[src/rtl/net_pkg.sv]
// Shared packet format and sizing helpers for the photonic switch network.
// Transmitters and receivers both build on packet_t.
`ifndef PORTS
`define PORTS 4
`endif

package net_pkg;

    // Ceiling log2, never less than 1 so single-port builds still get a field.
    function automatic int log2(input int value);
        int r = 0;
        while ((1 << r) < value) r++;
        return (r < 1) ? 1 : r;
    endfunction

    localparam int NUM_PORTS = `PORTS;
    localparam int SRC_W     = log2(NUM_PORTS);
    localparam int SEQ_W     = 8;
    localparam int DATA_W    = 32;
    localparam int TS_W      = 16;

    typedef struct packed {
        logic              valid;
        logic [SRC_W-1:0]  source;
        logic [SRC_W-1:0]  dest;
        logic [SEQ_W-1:0]  seq;
        logic [DATA_W-1:0] data;
        logic [TS_W-1:0]   timestamp;
    } packet_t;

endpackage

[src/rtl/fifo_sync.sv]
// Show-ahead synchronous FIFO: head entry is visible on rd_data straight from storage.
// A write into a full FIFO is accepted only when a read frees a slot in the same cycle.
module fifo_sync #(
    parameter int WIDTH = 8,
    parameter int DEPTH = 8
) (
    input  logic                     clk,
    input  logic                     rst,
    input  logic                     wr_en,
    input  logic [WIDTH-1:0]         wr_data,
    input  logic                     rd_en,
    output logic [WIDTH-1:0]         rd_data,
    output logic                     full,
    output logic                     empty,
    output logic [$clog2(DEPTH):0]   occupancy
);

    localparam int AW = $clog2(DEPTH);

    logic [WIDTH-1:0] mem [DEPTH];
    logic [AW-1:0]    wr_ptr;
    logic [AW-1:0]    rd_ptr;
    logic [AW:0]      count;
    logic             do_wr;
    logic             do_rd;

    assign empty     = (count == '0);
    assign full      = (count == (AW+1)'(DEPTH));
    assign occupancy = count;
    assign do_rd     = rd_en && !empty;
    assign do_wr     = wr_en && (!full || do_rd);
    assign rd_data   = mem[rd_ptr];

    always_ff @(posedge clk) begin
        if (do_wr) mem[wr_ptr] <= wr_data;
    end

    // Pointers wrap naturally because DEPTH is a power of two.
    always_ff @(posedge clk or posedge rst) begin
        if (rst) begin
            wr_ptr <= '0;
            rd_ptr <= '0;
            count  <= '0;
        end else begin
            if (do_wr) wr_ptr <= wr_ptr + 1'b1;
            if (do_rd) rd_ptr <= rd_ptr + 1'b1;
            case ({do_wr, do_rd})
                2'b10:   count <= count + 1'b1;
                2'b01:   count <= count - 1'b1;
                default: count <= count;
            endcase
        end
    end

endmodule

[src/rtl/rx_simple.sv]
// Per-port receiver: registers switch output, filters misroutes, tracks per-source
// sequence continuity, buffers good flits and keeps saturating statistics counters.
module rx_simple
    import net_pkg::*;
#(
    parameter int PORT_ID    = 0,
    parameter int PORTS      = `PORTS,
    parameter int FIFO_DEPTH = 8,
    parameter int CNT_W      = 16
) (
    input  logic                          clk,
    input  logic                          rst,
    input  packet_t                       flit_in,
    output packet_t                       dout,
    input  logic                          ready,
    output logic                          empty,
    output logic [$clog2(FIFO_DEPTH):0]   occupancy,
    output logic [CNT_W-1:0]              drop_cnt,
    output logic [CNT_W-1:0]              misroute_cnt,
    output logic [CNT_W-1:0]              seq_err_cnt,
    output logic                          overflow
);

    localparam logic [SRC_W-1:0] PORT_SEL = SRC_W'(PORT_ID);

    packet_t                         in_r;
    packet_t                         head;
    logic [PORTS-1:0][SEQ_W-1:0]     exp_seq;
    logic                            misroute;
    logic                            accept;
    logic                            seq_bad;
    logic                            drop;
    logic                            fifo_full;
    logic                            fifo_empty;

    always_ff @(posedge clk or posedge rst) begin
        if (rst) in_r <= '0;
        else     in_r <= flit_in;
    end

    always_comb begin
        misroute = in_r.valid && (in_r.dest != PORT_SEL);
        accept   = in_r.valid && !misroute;
        seq_bad  = accept && (in_r.seq != exp_seq[in_r.source]);
        // A full FIFO is always non-empty, so ready alone tells us a slot frees up.
        drop     = accept && fifo_full && !ready;
    end

    // Both the in-order and resync cases leave the expectation at seq+1.
    genvar gi;
    generate
        for (gi = 0; gi < PORTS; gi++) begin : g_seq
            logic [SEQ_W-1:0] exp_q;
            always_ff @(posedge clk or posedge rst) begin
                if (rst)
                    exp_q <= '0;
                else if (accept && (in_r.source == SRC_W'(gi)))
                    exp_q <= in_r.seq + 1'b1;
            end
            assign exp_seq[gi] = exp_q;
        end
    endgenerate

    always_ff @(posedge clk or posedge rst) begin
        if (rst) begin
            drop_cnt     <= '0;
            misroute_cnt <= '0;
            seq_err_cnt  <= '0;
            overflow     <= 1'b0;
        end else begin
            if (misroute && (misroute_cnt != '1)) misroute_cnt <= misroute_cnt + 1'b1;
            if (seq_bad && (seq_err_cnt != '1))   seq_err_cnt  <= seq_err_cnt + 1'b1;
            if (drop) begin
                overflow <= 1'b1;
                if (drop_cnt != '1) drop_cnt <= drop_cnt + 1'b1;
            end
        end
    end

    fifo_sync #(
        .WIDTH ($bits(packet_t)),
        .DEPTH (FIFO_DEPTH)
    ) u_fifo (
        .clk       (clk),
        .rst       (rst),
        .wr_en     (accept),
        .wr_data   (in_r),
        .rd_en     (ready),
        .rd_data   (head),
        .full      (fifo_full),
        .empty     (fifo_empty),
        .occupancy (occupancy)
    );

    always_comb begin
        dout       = head;
        dout.valid = !fifo_empty;
    end

    assign empty = fifo_empty;

endmodule

[config.mk]
export PLATFORM = sky130hd
export DESIGN_NAME = rx_simple
export DESIGN_NICKNAME = d
export VERILOG_FILES = /design/src/rtl/net_pkg.sv /design/src/rtl/fifo_sync.sv /design/src/rtl/rx_simple.sv
export SDC_FILE = /design/constraint.sdc
export NUM_CORES = 1
export LEC_CHECK = 0
export BUFFER_PORTS_ARGS = -buffer_cell sky130_fd_sc_hd__buf_2
export CORE_UTILIZATION = 30
export DETAILED_ROUTE_END_ITERATION = 10
export PLACE_DENSITY = 0.54
export SKIP_CTS_REPAIR_TIMING = 1
export SYNTH_ARGS = -nofsm -noshare
export SYNTH_HDL_FRONTEND = slang
export SYNTH_SLANG_ARGS = --single-unit
[constraint.sdc]
create_clock -name clk -period 9.4 [get_ports clk]
set_clock_uncertainty 0.1 [all_clocks]
set_input_delay 1.88 -clock clk [delete_from_list [all_inputs] [get_ports clk]]
set_output_delay 1.88 -clock clk [all_outputs]
set_load 0.005 [all_outputs]
==> results of run 1 <==
[report_power, final]
part / total, mW / switching (mW) / internal [mW] / leakage [nW]
sequential: 3.45 / 0.259 / 3.19 / 6.20
combinational: 1.64 / 0.729 / 0.910 / 2.71
clock: 2.68 / 1.11 / 1.57 / 1.10
total: 7.77 / 2.10 / 5.67 / 10.0
[worst reg2reg max path, delay by kind of cell, from the launching register on]
family                 cells  cell delay (ns)
buffers and inverters      1             0.67
DFF                        1             0.54
AOI/OAI and AO/OA          1             0.64
and+or+nand+nor            4             1.66
[how the worst max path moves through the flow]
stage / start / endpoint / slack [ns] / depth (start not counted)
final: u_fifo.rd_ptr[1] / dout[18] / 3.77 / 4
after global routing: u_fifo.rd_ptr[1] / dout[18] / 3.59 / 4
after CTS: u_fifo.rd_ptr[1] / dout[18] / 3.69 / 4
after detailed placement: ready / u_fifo.mem[4][21] / 4.06 / 6
after global placement: ready / u_fifo.mem[4][16] / 4.09 / 6
after floorplan: ready / u_fifo.mem[1][0] / 2.12 / 4
[metrics by stage]
step	std cells	power [mW]	worst slack (ns)
3_5_place_dp	2355	5.21	4.06
4_1_cts	2482	7.93	3.69
2_1_floorplan	1152	4.54	2.12
5_1_grt	2482	8.14	3.59
6_report	2484	7.77	3.77
3_3_place_gp	2355	5.19	4.09
[registers in the layout (all words and copies together), names as in the netlist]
register,cells
u_fifo.mem,480
in_r,61
g_seq.exp_q,32
drop_cnt,16
misroute_cnt,16
seq_err_cnt,16
u_fifo.occupancy,4
u_fifo.rd_ptr,3
u_fifo.wr_ptr,3
overflow,1
[cell usage after synthesis (14+ instances only)]
cell,count
edfxtp_1,480
dfrtp_1,152
mux4_2,122
mux2_2,68
nand2_1,42
xnor2_1,37
nor2_1,33
clkbuf_1,29
xor2_1,28
nand3_1,21
o21ai_0,17
a21oi_1,14
[layer usage]
metal  global-route usage  vias to the layer above
li1                     -                     5061
met1                0.176                     6087
met2                0.213                      212
met3               0.0283                       89
met4               0.0395                        6
met5                    0                        -
[kinds of logic after synthesis]
family / count (synthesis)
flip-flops: 632
multiplexers: 199
AND/OR/NAND/NOR: 163
XOR/XNOR: 65
buffers and inverters: 50
AO/OA/AOI/OAI: 36
adder cells (fa/ha/maj): 7
[cells in the final DEF, fill, tap and decap left out, types with 4 or more instances in the layout]
cell type / count
inv_1: 6
o21ai_0: 17
clkinv_2: 10
nand3_1: 21
nand4_1: 12
mux4_1: 6
edfxtp_1: 480
clkbuf_8: 4
buf_4: 17
mux4_2: 122
and3_1: 7
a21oi_1: 14
xnor2_1: 37
dfrtp_1: 149
nor2_1: 27
clkbuf_16: 71
xor2_1: 28
and4_1: 5
nand2_1: 42
nor4_1: 7
nor2_4: 7
nor3_1: 8
nand2b_1: 5
inv_6: 4
mux2_2: 68
ha_1: 7
clkbuf_1: 17
bufinv_16: 5
clkinv_1: 12
buf_2: 178
[final cells by class]
class / count / area [um^2]
well taps: 1050 / 1310
fillers: 7366 / 50500
multi-input cells: 470 / 5480
clock buffers: 92 / 1900
diodes: 2 / 5.00
inverters: 7 / 31.3
clock inverters: 35 / 354
repair buffers: 196 / 1040
flip-flops and latches: 632 / 18200
==> summary.md, run 1 <==
| Metric | Value |
|---|---|
| Outcome | `finished, final reports clean` |
| Layout cells sized above 1 | `0.356` |
| Nets | `around 1400` |
| Power Density | `274 nW/um^2` |
| Critical path endpoint category | `output pin` |
| Ys Warns | `0` |
| Top sig layer | `met5` |
| Slowest cell on crit path | `dfrtp_4` |
| Max cap viols | `0` |
| Hold endpoint | `overflow` |
| Pin count of the biggest net entering global routing | `93` |
| Crit Path Class | `reg2out` |
| Final Critical Period | `between 5 and 6 ns` |
| Remaining DRCs | `0` |
| Via count | `11500` |
| Delay-heaviest family, CP | `buffers and inverters` |
| Largest family of logic cells by synthesized area | `multiplexers` |
| H-tree lvl count | `3` |
| DR WL/cell | `around 21 um` |
| HPWL Detailed | `slightly below 30000 um` |
| Synth async-reset ratio | `0.241` |
| Sequential cell area fraction in the yosys report | `0.763` |
| Routed wl met2 | `~26000 um` |
| Initial antenna violation count | `3` |
| Simple-gate area share of the yosys netlist | `0.0363` |
| FF-to-FF path depth | `6` |
| Post-route antenna net violation count | `0` |
| Mux cell area share after synthesis | `0.155` |
| # rows | `a little over 100` |
| Complex-gate fraction of the synthesized area | `0.00823` |
| Post-Synthesis Net Count | `roughly 1200` |
| Worst-margin pin slew | `1.16 ns` |
| Ports | `approximately 180` |
| Vias in the first global route | `12400` |
| Final setup vio count | `0` |
| Ranking of synthesized cells by area | `edfxtp_1 60%, dfrtp_1 16%, mux4_2 12%` |
| Clk Latency, worst-skew pair | `around 0.60 ns` |
| R2r setup slk | `5.39 ns` |
| Design area | `between 20000 and 30000 um^2` |
| Initial DRC Count | `674` |
| Critical hold path startpoint | `overflow` |
| XOR/XNOR Fraction of Synth Area | `0.0238` |
| Worst r2r src | `in_r[57]` |
| Die area | `roughly 81000 um^2` |
| Unrepaired setup endpoints after global routing | `false` |
| Synthesized area | `23900 um^2` |
| TritonRoute pass-1 iters | `4` |
| Routed wire length | `around 52000 um` |
| Final period util | `0.599` |
| First-pass GRT wire length | `slightly below 80000 um` |
| IR drop worst, VDD | `0.000152 V` |
| CTS max path bufs | `3` |
| FMAX | `178 MHz` |
| Reg-to-reg endpoint | `u_fifo.mem[4][12]` |
| Die height | `roughly 280 um` |
| Cell taking the most area after synthesis | `edfxtp_1` |
| Post-Synth Adder-Cell Area | `0.00367` |
| Die width | `284 um` |
| Final hold violation count | `0` |
| Synth Instances | `between 1000 and 1500` |
| Area growth syn-to-layout | `18.8%` |
| Worst slew margin relative to its limit | `0.225` |
| CTS Sinks | `about 630` |
| Post-synth EDFFs | `between 400 and 500` |
| #FFs+latches synth | `between 600 and 700` |
| Initial core utilization | `0.303` |
| WHS | `about 0.37 ns` |
| Via density per instance | `between 4 and 5` |
| CTS root buffer | `clkbuf_16` |
| CP Cell Sequence | `buf_4 -> mux4_2 -> mux2_2 -> buf_2` |
| WP data arrival | `about 3.7 ns` |
| # port buffers | `roughly 180` |
| Ys flop type | `edfxtp_1` |
| CP required | `7.42 ns` |
| Met1 wire length | `between 20000 and 25000 um` |
| CTS tree | `built` |
| Yosys top cell area share | `0.604` |
| Crit-path max FO | `a little under 70` |
| Util after Layout | `0.359` |
| Mean Syn Cell Area | `roughly 21 um^2` |
| Crit path buffers/inverters | `2` |
| CP Launch Type | `register` |
| Routed met3 length | `around 2000 um` |
| Tot GR Track Use | `0.131` |
| Unique masters post-synth | `47` |
| Leakage | `around 10 nW` |
| CTS Buf Count | `70` |
| Clk slew on worst S/H paths | `0.06 ns` |
| Placed inst area | `between 20000 and 30000 um^2` |
| Setup_tns | `0 ns` |
| Routability cong. | `just over 0.7` |
| Core Box Area | `around 79000 um^2` |
| Slowest cell delay on critical path | `1.02 ns` |
| Pins Over Slew Limit | `0` |
| Hold path depth | `1` |
| Hold Crit Class | `reg2reg` |
| Grt ovf | `0` |
Note: power is estimated with default switching activity, not from simulation.
==> run 2, diff against run 1 <==
--- a/config.mk
+++ b/config.mk
@@ -8,7 +8,7 @@
 export BUFFER_PORTS_ARGS = -buffer_cell sky130_fd_sc_hd__buf_2
 export CORE_UTILIZATION = 30
 export DETAILED_ROUTE_END_ITERATION = 10
-export PLACE_DENSITY = 0.54
+export PLACE_DENSITY = 0.55
 export SKIP_CTS_REPAIR_TIMING = 1
 export SYNTH_ARGS = -nofsm -noshare
 export SYNTH_HDL_FRONTEND = slang
==> constraint.sdc (replaced) <==
create_clock -name clk -period 5 [get_ports clk]
set_clock_uncertainty 0.1 [all_clocks]
set_input_delay 1 -clock clk [delete_from_list [all_inputs] [get_ports clk]]
set_output_delay 1 -clock clk [all_outputs]
set_load 0.005 [all_outputs]
==> run 2 against run 1 <==
  * Clock power up 93%
  * Via count up 0.31%
  * Critical path type unchanged
  * Worst hold slack worse by 0.0025 ns
  * Core utilization up 0.32 points
  * Flip-flop and latch count unchanged
  * Highest routed layer unchanged
  * Combinational power up 93%
  * Register-to-register slack worse by 3.5 ns
==> summary.md, run 2 (same netlist as run 1, synthesis figures left out) <==
| Metric | Value |
|---|---|
| Via count | `around 11000` |
| Most flops, register | `u_fifo.mem` |
| TritonRoute pass-1 iters | `4` |
| Die area | `between 80000 and 90000 um^2` |
| Area growth syn-to-layout | `19.8%` |
| Critical hold path startpoint | `g_seq[3].exp_q[2]` |
| Die width | `about 280 um` |
| Critical path endpoint category | `output pin` |
| Worst-margin pin slew | `around 1.1 ns` |
| DR WL/cell | `between 20 and 25 um` |
| Ports | `179` |
| Layout cells sized above 1 | `0.359` |
| Biggest regs | `u_fifo.mem (480), in_r (61), g_seq.exp_q (32)` |
| First-pass GRT wire length | `about 77000 um` |
| FF-to-FF path depth | `6` |
| Clk Latency, worst-skew pair | `roughly 0.60 ns` |
| Grt ovf | `0` |
| CTS root buffer | `clkbuf_16` |
| CP required | `slightly below 4 ns` |
| Final Critical Period | `roughly 3.8 ns` |
| Crit-path max FO | `76` |
| # port buffers | `about 180` |
| Routability cong. | `0.720` |
| CP Cell Sequence | `buf_12 -> mux4_2 -> mux2_2 -> buf_2` |
| Reg-to-reg endpoint | `u_fifo.mem[1][46]` |
| Setup_tns | `0 ns` |
| Core Box Area | `78900 um^2` |
| WHS | `roughly 0.37 ns` |
| Final period util | `0.759` |
| R2r setup slk | `roughly 1.9 ns` |
| Remaining DRCs | `0` |
| Via density per instance | `around 4.6` |
| Final setup vio count | `0` |
| Crit Path Class | `reg2out` |
| CTS Sinks | `between 600 and 700` |
| Initial core utilization | `0.303` |
| Worst slew margin relative to its limit | `0.247` |
| Crit path buffers/inverters | `2` |
| Slowest cell on crit path | `mux4_2` |
| Nets | `around 1400` |
| Leakage | `around 10 nW` |
| CTS max path bufs | `3` |
| Die height | `284 um` |
| Max cap viols | `0` |
| CTS tree | `built` |
| Slowest cell delay on critical path | `0.59 ns` |
| CP Launch Type | `register` |
| Leading cell types in the layout, fill and taps excluded | `480 x edfxtp_1, 178 x buf_2, 149 x dfrtp_1, 122 x mux4_2, 74 x clkbuf_16` |
| FMAX | `264 MHz` |
| Reg power frac | `0.435` |
| Routed wire length | `~51000 um` |
| CTS Buf Count | `between 70 and 80` |
| # rows | `103` |
| Hold Crit Class | `reg2reg` |
| Outcome | `finished, final reports clean` |
| Worst r2r src | `in_r[57]` |
| Hold endpoint | `g_seq[3].exp_q[2]` |
| Psw | `3.95 mW` |
| Switching part of the total | `0.268` |
| Initial DRC Count | `around 640` |
| Tot GR Track Use | `0.128` |
| H-tree lvl count | `3` |
| Delay-heaviest family, CP | `multiplexers` |
| Clk network pwr share | `0.350` |
| Hold path depth | `2` |
| HPWL Detailed | `27000 um` |
| Most common cell after layout, fill and taps aside | `edfxtp_1` |
| Post-Place Cells | `~2400` |
| Initial antenna violation count | `5` |
| Combinational share of power | `0.214` |
| Pins Over Slew Limit | `0` |
| Clk slew on worst S/H paths | `approximately 0.050 ns` |
| Int Power | `10.8 mW` |
| Vias in the first global route | `between 10000 and 15000` |
| IR drop worst, VDD | `around 0.00032 V` |
| Largest register FFs | `480` |
| Final hold violation count | `0` |
| Pin count of the biggest net entering global routing | `77` |
| Final cell count without fillers | `~2500` |
| Post-route antenna net violation count | `0` |
| WP data arrival | `2.69 ns` |
| Power Density | `just over 500 nW/um^2` |
| Unrepaired setup endpoints after global routing | `false` |
==> run 2: how the worst max path moves through the flow <==
stage / endpoint / startpoint / slack, ns / cells past startpoint
final: dout[58] / u_fifo.rd_ptr[0] / 1.21 / 4
after global routing: dout[58] / u_fifo.rd_ptr[0] / 1.06 / 4
after CTS: dout[58] / u_fifo.rd_ptr[0] / 1.11 / 4
after detailed placement: u_fifo.mem[1][39] / ready / 1.58 / 6
after global placement: u_fifo.mem[0][39] / ready / 1.61 / 6
after floorplan: u_fifo.mem[7][0] / ready / 0.20 / 4
==> run 2: power groups by stage <==
stage	Combinational (mW)	Clock [mW]	Sequential (mW)
floorplan	2.26	0	6.27
global placement	3.25	0	6.52
detailed placement	3.27	0	6.54
CTS	3.28	5.36	6.44
global route	3.45	5.54	6.49
finish	3.17	5.17	6.43
==> run 2: final cells by class <==
cell class                 count  area (um^2)
tap                         1050         1310
sequential                   632        18200
clock inverter                38          363
multi-input combinational    470         5490
timing repair buffer         195         1180
antenna                        1         2.50
clock buffer                  96         1980
inverter                       7         30.0
fill                        7337        50300
==> run 2: worst register-to-register path, delay by kind of cell, from the launching register on <==
kind	cells	cell delay (ns)
AOI/OAI and AO/OA	1	0.64
DFF	1	0.54
and+or+nand+nor	4	1.04
buffers and inverters	1	0.41
==> run 2: per-stage QoR <==
stage | setup WS (ns) | power [mW] | util | cell area, um^2
after floorplan | 0.203 | 8.53 | - | 23900
after global placement | 1.61 | 9.76 | 0.333 | 26200
after detailed placement | 1.58 | 9.81 | 0.333 | 26200
after CTS | 1.11 | 15.1 | 0.363 | 28600
after global routing | 1.06 | 15.5 | 0.363 | 28600
final | 1.21 | 14.8 | 0.363 | 28600
==> run 2: metal layers <==
layer	global-route usage	up-vias	part of all wire
met2	0.212	252	0.50
met3	0.0305	66	0.050
met5	0	-	0.00063
li1	-	5065	-
met4	0.0407	6	0.019
met1	0.165	6102	0.43
